File: config.mk
export PLATFORM = sky130hd
export DESIGN_NAME = psd_segment_averager
export DESIGN_NICKNAME = d
export VERILOG_FILES = /design/src/rtl/psd_segment_averager_pkg.sv /design/src/rtl/psd_acc_ram.sv /design/src/rtl/psd_segment_averager.sv
export SDC_FILE = /design/constraint.sdc
export NUM_CORES = 2
export LEC_CHECK = 0
export ABC_AREA = 1
export ABC_CLOCK_PERIOD_IN_PS = 6000
export CAP_MARGIN = 20
export CORE_ASPECT_RATIO = 1.4
export CORE_MARGIN = 1.5
export CORE_UTILIZATION = 35
export DETAILED_ROUTE_END_ITERATION = 8
export HOLD_SLACK_MARGIN = 0.06
export PLACE_DENSITY = 0.48
export REMOVE_ABC_BUFFERS = 1
export SLEW_MARGIN = 20
export SYNTH_ARGS = -nofsm -noshare
export SYNTH_HDL_FRONTEND = slang
export SYNTH_SLANG_ARGS = --single-unit
File: constraint.sdc
create_clock -name clk -period 6 [get_ports clk]
set_input_delay 1.2 -clock clk [delete_from_list [all_inputs] [get_ports clk]]
set_output_delay 1.2 -clock clk [all_outputs]
set_load 0.02 [all_outputs]
File: src/rtl/psd_segment_averager_pkg.sv
`default_nettype none
// ============================================================================
// psd_segment_averager_pkg : shared constants and state type for the PSD
//                            segment averager.          Rev 1.0
// ============================================================================
package psd_segment_averager_pkg;

  localparam int BT_WL      = 16;
  localparam int BT_LOGN    = 6;
  localparam int BT_LOG_SEG = 4;

  typedef enum logic {
    PSA_ACCUM = 1'b0,
    PSA_DRAIN = 1'b1
  } psa_state_t;

endpackage
`default_nettype wire

File: src/rtl/psd_acc_ram.sv
`default_nettype none
// ============================================================================
// psd_acc_ram : simple dual-port accumulator RAM, one write port and one read
//               port with a 1-cycle registered read.        Rev 1.0
// ============================================================================
module psd_acc_ram #(
  parameter int DW = 18,
  parameter int AW = 6
) (
  input  logic          clk,
  input  logic          wr_en_i,
  input  logic [AW-1:0] wr_addr_i,
  input  logic [DW-1:0] wr_data_i,
  input  logic          rd_en_i,
  input  logic [AW-1:0] rd_addr_i,
  output logic [DW-1:0] rd_data_o
);

  logic [DW-1:0] mem_q [2**AW];
  logic [DW-1:0] rd_data_q;

  // Read data holds while rd_en_i is low, so a stalled consumer keeps its word.
  always_ff @(posedge clk) begin
    if (wr_en_i) begin
      mem_q[wr_addr_i] <= wr_data_i;
    end
    if (rd_en_i) begin
      rd_data_q <= mem_q[rd_addr_i];
    end
  end

  assign rd_data_o = rd_data_q;

endmodule
`default_nettype wire

File: src/rtl/psd_segment_averager.sv
`default_nettype none
// ============================================================================
// psd_segment_averager : accumulates 2^LOG_SEG PSD frames per bin and drains
//                        the truncated mean over a ready/valid stream. Rev 1.0
// ============================================================================
module psd_segment_averager
  import psd_segment_averager_pkg::*;
#(
  parameter int W       = BT_WL,
  parameter int LOGN    = BT_LOGN,
  parameter int LOG_SEG = BT_LOG_SEG,
  parameter int ACC_W   = W + LOG_SEG
) (
  input  logic               clk,
  input  logic               rst_n,
  input  logic               clear,
  input  logic               in_valid,
  input  logic [W-1:0]       in_bin,
  input  logic               in_last,
  input  logic               out_ready,
  output logic               out_valid,
  output logic [W-1:0]       out_bin,
  output logic [LOGN-1:0]    out_idx,
  output logic               out_last,
  output logic [LOG_SEG-1:0] seg_count,
  output logic               busy,
  output logic               frame_err,
  output logic               in_drop
);

  psa_state_t         state_q;
  logic [LOGN-1:0]    bin_idx_q;
  logic [LOG_SEG-1:0] seg_q;
  logic               busy_q;
  logic               frame_err_q;
  logic               in_drop_q;

  // Write-back stage of the read-modify-write pipeline.
  logic               p_valid_q;
  logic               p_first_q;
  logic [LOGN-1:0]    p_addr_q;
  logic [W-1:0]       p_bin_q;

  // Drain read pointer and the one outstanding RAM read.
  logic [LOGN-1:0]    rd_ptr_q;
  logic               rd_done_q;
  logic               f_valid_q;
  logic [LOGN-1:0]    f_idx_q;

  logic               out_valid_q;
  logic [W-1:0]       out_bin_q;
  logic [LOGN-1:0]    out_idx_q;
  logic               out_last_q;

  logic               acc_take;
  logic               last_bin;
  logic               misalign;
  logic               advance;
  logic               beat_done;
  logic               drain_issue;
  logic               ram_rd_en;
  logic [LOGN-1:0]    ram_rd_addr;
  logic [ACC_W-1:0]   ram_rd_data;
  logic [ACC_W-1:0]   ram_wr_data;

  assign acc_take    = (state_q == PSA_ACCUM) && in_valid && !clear;
  assign last_bin    = (bin_idx_q == '1);
  assign misalign    = acc_take && (in_last != last_bin);
  assign advance     = !out_valid_q || out_ready;
  assign beat_done   = out_valid_q && out_ready;
  assign drain_issue = (state_q == PSA_DRAIN) && !clear && !rd_done_q &&
                       (!f_valid_q || advance);

  always_comb begin
    ram_rd_en   = 1'b0;
    ram_rd_addr = '0;
    ram_wr_data = '0;
    if (state_q == PSA_ACCUM) begin
      ram_rd_en   = acc_take;
      ram_rd_addr = bin_idx_q;
    end else begin
      ram_rd_en   = drain_issue;
      ram_rd_addr = rd_ptr_q;
    end
    // Segment 0 overwrites, so stale RAM contents never need clearing.
    if (p_first_q) begin
      ram_wr_data = ACC_W'(p_bin_q);
    end else begin
      ram_wr_data = ram_rd_data + ACC_W'(p_bin_q);
    end
  end

  psd_acc_ram #(
    .DW (ACC_W),
    .AW (LOGN)
  ) u_acc_ram (
    .clk       (clk),
    .wr_en_i   (p_valid_q),
    .wr_addr_i (p_addr_q),
    .wr_data_i (ram_wr_data),
    .rd_en_i   (ram_rd_en),
    .rd_addr_i (ram_rd_addr),
    .rd_data_o (ram_rd_data)
  );

  always_ff @(posedge clk or negedge rst_n) begin
    if (!rst_n) begin
      state_q     <= PSA_ACCUM;
      bin_idx_q   <= '0;
      seg_q       <= '0;
      busy_q      <= 1'b0;
      frame_err_q <= 1'b0;
      in_drop_q   <= 1'b0;
      p_valid_q   <= 1'b0;
      p_first_q   <= 1'b0;
      p_addr_q    <= '0;
      p_bin_q     <= '0;
      rd_ptr_q    <= '0;
      rd_done_q   <= 1'b0;
      f_valid_q   <= 1'b0;
      f_idx_q     <= '0;
      out_valid_q <= 1'b0;
      out_bin_q   <= '0;
      out_idx_q   <= '0;
      out_last_q  <= 1'b0;
    end else begin
      frame_err_q <= 1'b0;
      in_drop_q   <= 1'b0;
      p_valid_q   <= acc_take && !misalign;
      p_first_q   <= (seg_q == '0);
      p_addr_q    <= bin_idx_q;
      p_bin_q     <= in_bin;

      if (clear) begin
        state_q     <= PSA_ACCUM;
        bin_idx_q   <= '0;
        seg_q       <= '0;
        busy_q      <= 1'b0;
        out_valid_q <= 1'b0;
        out_last_q  <= 1'b0;
        f_valid_q   <= 1'b0;
        rd_done_q   <= 1'b0;
        rd_ptr_q    <= '0;
      end else if (state_q == PSA_ACCUM) begin
        if (in_valid) begin
          if (misalign) begin
            frame_err_q <= 1'b1;
            bin_idx_q   <= '0;
            seg_q       <= '0;
          end else if (last_bin) begin
            bin_idx_q <= '0;
            if (seg_q == '1) begin
              state_q   <= PSA_DRAIN;
              busy_q    <= 1'b1;
              seg_q     <= '0;
              rd_ptr_q  <= '0;
              rd_done_q <= 1'b0;
              f_valid_q <= 1'b0;
            end else begin
              seg_q <= seg_q + LOG_SEG'(1);
            end
          end else begin
            bin_idx_q <= bin_idx_q + LOGN'(1);
          end
        end
      end else begin
        in_drop_q <= in_valid;

        if (drain_issue) begin
          rd_ptr_q  <= rd_ptr_q + LOGN'(1);
          rd_done_q <= (rd_ptr_q == '1);
          f_idx_q   <= rd_ptr_q;
          f_valid_q <= 1'b1;
        end else if (advance) begin
          f_valid_q <= 1'b0;
        end

        // Output register reloads only when empty or its beat is leaving.
        if (f_valid_q && advance) begin
          out_valid_q <= 1'b1;
          out_bin_q   <= ram_rd_data[LOG_SEG +: W];
          out_idx_q   <= f_idx_q;
          out_last_q  <= (f_idx_q == '1);
        end else if (beat_done) begin
          out_valid_q <= 1'b0;
          out_last_q  <= 1'b0;
          if (out_last_q) begin
            state_q <= PSA_ACCUM;
            busy_q  <= 1'b0;
          end
        end
      end
    end
  end

  assign out_valid = out_valid_q;
  assign out_bin   = out_bin_q;
  assign out_idx   = out_idx_q;
  assign out_last  = out_last_q;
  assign seg_count = seg_q;
  assign busy      = busy_q;
  assign frame_err = frame_err_q;
  assign in_drop   = in_drop_q;

endmodule
`default_nettype wire

==> run metrics <==
Yosys top cell by area edfxtp_1; met2 Use GR 0.354; Synth async-reset ratio 0.0552; synth top area cells edfxtp_1 64%, nand3_1 11%, nand2_1 8.3%, inv_1 7.3%, dfrtp_1 3.1%; critical path launch point type register; via count 41400; WL final 187000 um; most used cell along the critical path nand3_1; CTS Root Buffer Type clkbuf_16; initial antenna violation count 3; unrepaired setup endpoints after global routing false; die area 177000 um2; final setup skew 0.0317 ns; Syn Area/Cell 10.2 um2; delay-heaviest family, CP simple AND/OR/NAND/NOR gates; Main synth FF type edfxtp_1; Worst EP required 6.48 ns; setup bufs post-CTS 0; H-Tree Depth 4; crit path cell chain buf_4 > inv_2 > nand2_8 > nand2_8 > buf_12 > nand2_1 > nand3_1 > nand3_1 > nand3_1 > nand3_1 > nand3_1 > nand2_1; Clock Tree Buf Depth 3; VDD IR max 0.353 mV; Nets 6011; Final Hold Viols 0; setup ws final 1.32 ns; first-pass detailed-route iteration total 6; Slew HR 0.235; Synth Register Bits 1376; DRC errors left 0; largest net degree at the start of global routing 144; Port Buf Inserts 52; worst path arrival time 5.16 ns; Die H 497 um; clk sinks 1376; fin. max-slew vios 0; Row Count 181; pre-CTS setup slack 1.38 ns; initial DRC count 3439; RD Place Congestion 0.861; # IOs 53; clk slew on worst S/H paths 0.07 ns; Critical Path Sink Type register; critical path class register to register; GR Util All Layers 0.210; Max FO, Critical Path 104; DR vias/cell 4.95; CP bufs+invs 3; clk_lat worst skew 0.77 ns; crit share post-route 0.780; CP peak stage delay 0.85 ns; DR WL/cell 22.4 um; hold crit path type register to register; Area Overhead vs Synth 12.6%; met1 Usage GRT 0.275; fin util 0.396; endpoints failing setup 0; FMAX 214 MHz; Placed Cells 8116; Post-synth EDFFs 1300; outcome completed; Tightest Pin Transition 1.14 ns; Initial Utilization 0.352; Pwr Total 22.4 mW; leakage 28.4 nW; Overflow after GRT 0; core area 173000 um2; synth warn 0; grt met3 use 0.0223; CTS tree done; number of max-cap violations 0; DP Wirelength 104000 um; Final Critical Period 4.68 ns; CTS Buf Count 137; CTS-repair resized insts 0; global-route wire length before repair 274000 um; Chip Width 356 um; Syn Inst Count 5959; Layout Cells excl Fill 8363; sequential fraction of the synthesis area 0.670; Pwr Density 326 nW/um2; layout cells sized above 1 0.0693; GRT busiest layer met2; top-area cell type share of the netlist area 0.639; post-synthesis cell type count 39; fillers 16900; remaining antenna violation count 0; vias in the first global route 40000; CTS Hold Bufs 0; Post-Syn Area 61100 um2; slowest cell on the critical path nand2_8
-- layout by cell type (no fill, tap or decap), types with 3 or more instances in the layout --
| cell | count |
|---|---|
| a21oi_1 | 23 |
| buf_12 | 16 |
| buf_4 | 113 |
| bufinv_16 | 6 |
| clkbuf_1 | 34 |
| clkbuf_16 | 140 |
| clkbuf_8 | 3 |
| clkdlybuf4s50_1 | 51 |
| clkinv_1 | 34 |
| clkinv_2 | 20 |
| clkinv_8 | 4 |
| dfrtp_1 | 76 |
| edfxtp_1 | 1300 |
| ha_1 | 20 |
| inv_1 | 1181 |
| inv_6 | 7 |
| nand2_1 | 1343 |
| nand2_2 | 12 |
| nand2_8 | 4 |
| nand3_1 | 1380 |
| nand3b_1 | 82 |
| nand4_1 | 18 |
| nor2_1 | 43 |
| nor2_2 | 45 |
| nor2_4 | 17 |
| nor3_1 | 7 |
| nor4_2 | 8 |
| o21ai_0 | 35 |
| o21ai_1 | 8 |
| o21ai_4 | 9 |
| or2_2 | 7 |
| xor2_1 | 5 |
-- cells in the mapped netlist, types with 2 or more instances --
cell type,instances
nand3_1,1380
nand2_1,1353
edfxtp_1,1300
inv_1,1182
buf_2,235
nor2_1,104
nand3b_1,82
dfrtp_1,76
clkbuf_1,51
o21ai_0,40
a21oi_1,23
ha_1,20
nand4_1,18
buf_4,13
buf_1,9
o21ai_1,9
nor4_1,8
nor3_1,7
or2_2,7
nand2_2,5
o21ai_2,5
xor2_1,5
buf_6,3
inv_2,3
a21o_1,2
a31oi_1,2
nand2_4,2
nor3b_1,2
o21bai_1,2
o31ai_1,2
-- worst paths after layout --
kind | from | endpoint | slack, ns | cells past startpoint
worst max-delay path | state_q | u_acc_ram.rd_data_o[9] | 1.32 | 12
worst min-delay path | bin_idx_q[5] | p_addr_q[5] | 0.41 | 0
worst max register to register | state_q | u_acc_ram.rd_data_o[9] | 1.32 | 12
worst min register to register | bin_idx_q[5] | p_addr_q[5] | 0.41 | 0
max in group asynchronous | rst_n | p_addr_q[3] | 4.75 | 1
min in group asynchronous | rst_n | p_bin_q[2] | 0.58 | 1
-- registers in the layout, summed over array words and instances, names as in the netlist --
signal,flops
p_addr_q,6
busy,1
u_acc_ram.rd_data_o,20
f_idx_q,6
u_acc_ram.mem_q,1280
rd_ptr_q,6
f_valid_q,1
out_bin,16
p_first_q,1
p_bin_q,16
out_last,1
bin_idx_q,6
out_valid,1
state_q,1
frame_err,1
out_idx,6
in_drop,1
p_valid_q,1
seg_count,4
rd_done_q,1
-- where the power goes --
group / switching (mW) / total, mW / internal, mW
registers: 0.0712 / 11.4 / 11.3
clock network: 3.68 / 8.26 / 4.58
logic: 2.22 / 2.77 / 0.549
total: 5.97 / 22.4 / 16.4
-- area by class of cell --
cell class,count,area (um2),area share
inverters,1186,4460,0.0648
clock buffers,177,3670,0.0534
repair buffers,181,1710,0.0248
clock inverters,68,517,0.00751
flip-flops and latches,1376,40900,0.595
diodes,2,5.00,0.0000728
well taps,2287,2860,0.0416
multi-input cells,3086,14600,0.213
-- layer usage --
| layer | vias to the layer above | part of all wire |
|---|---|---|
| li1 | 19500 | - |
| met2 | 1192 | 0.49 |
| met3 | 286 | 0.050 |
| met4 | 0 | 0.041 |
| met1 | 20300 | 0.42 |
| met5 | - | 0 |
-- per-stage QoR --
| stage | instance area [um2] | TNS (ns) | hold slack (ns) |
|---|---|---|---|
| after detailed placement | 64600 | 0 | 0.380 |
| after floorplan | 59500 | -34.70 | 0.354 |
| after CTS | 68800 | 0 | 0.401 |
| final | 68800 | 0 | 0.406 |
| after global routing | 68800 | 0 | 0.419 |
| after global placement | 64500 | 0 | 0.380 |
-- cell families after synthesis --
logic type	Yosys count	share of synthesized area
buffers and inverters	1497	0.0980
DFF	1376	0.670
and+or+nand+nor	2972	0.218
AOI/OAI and AO/OA	87	0.00783
adders and majority gates	21	0.00443
xor gates and xnor gates	6	0.000983
No activity file was read; power rests on OpenSTA's default activity.
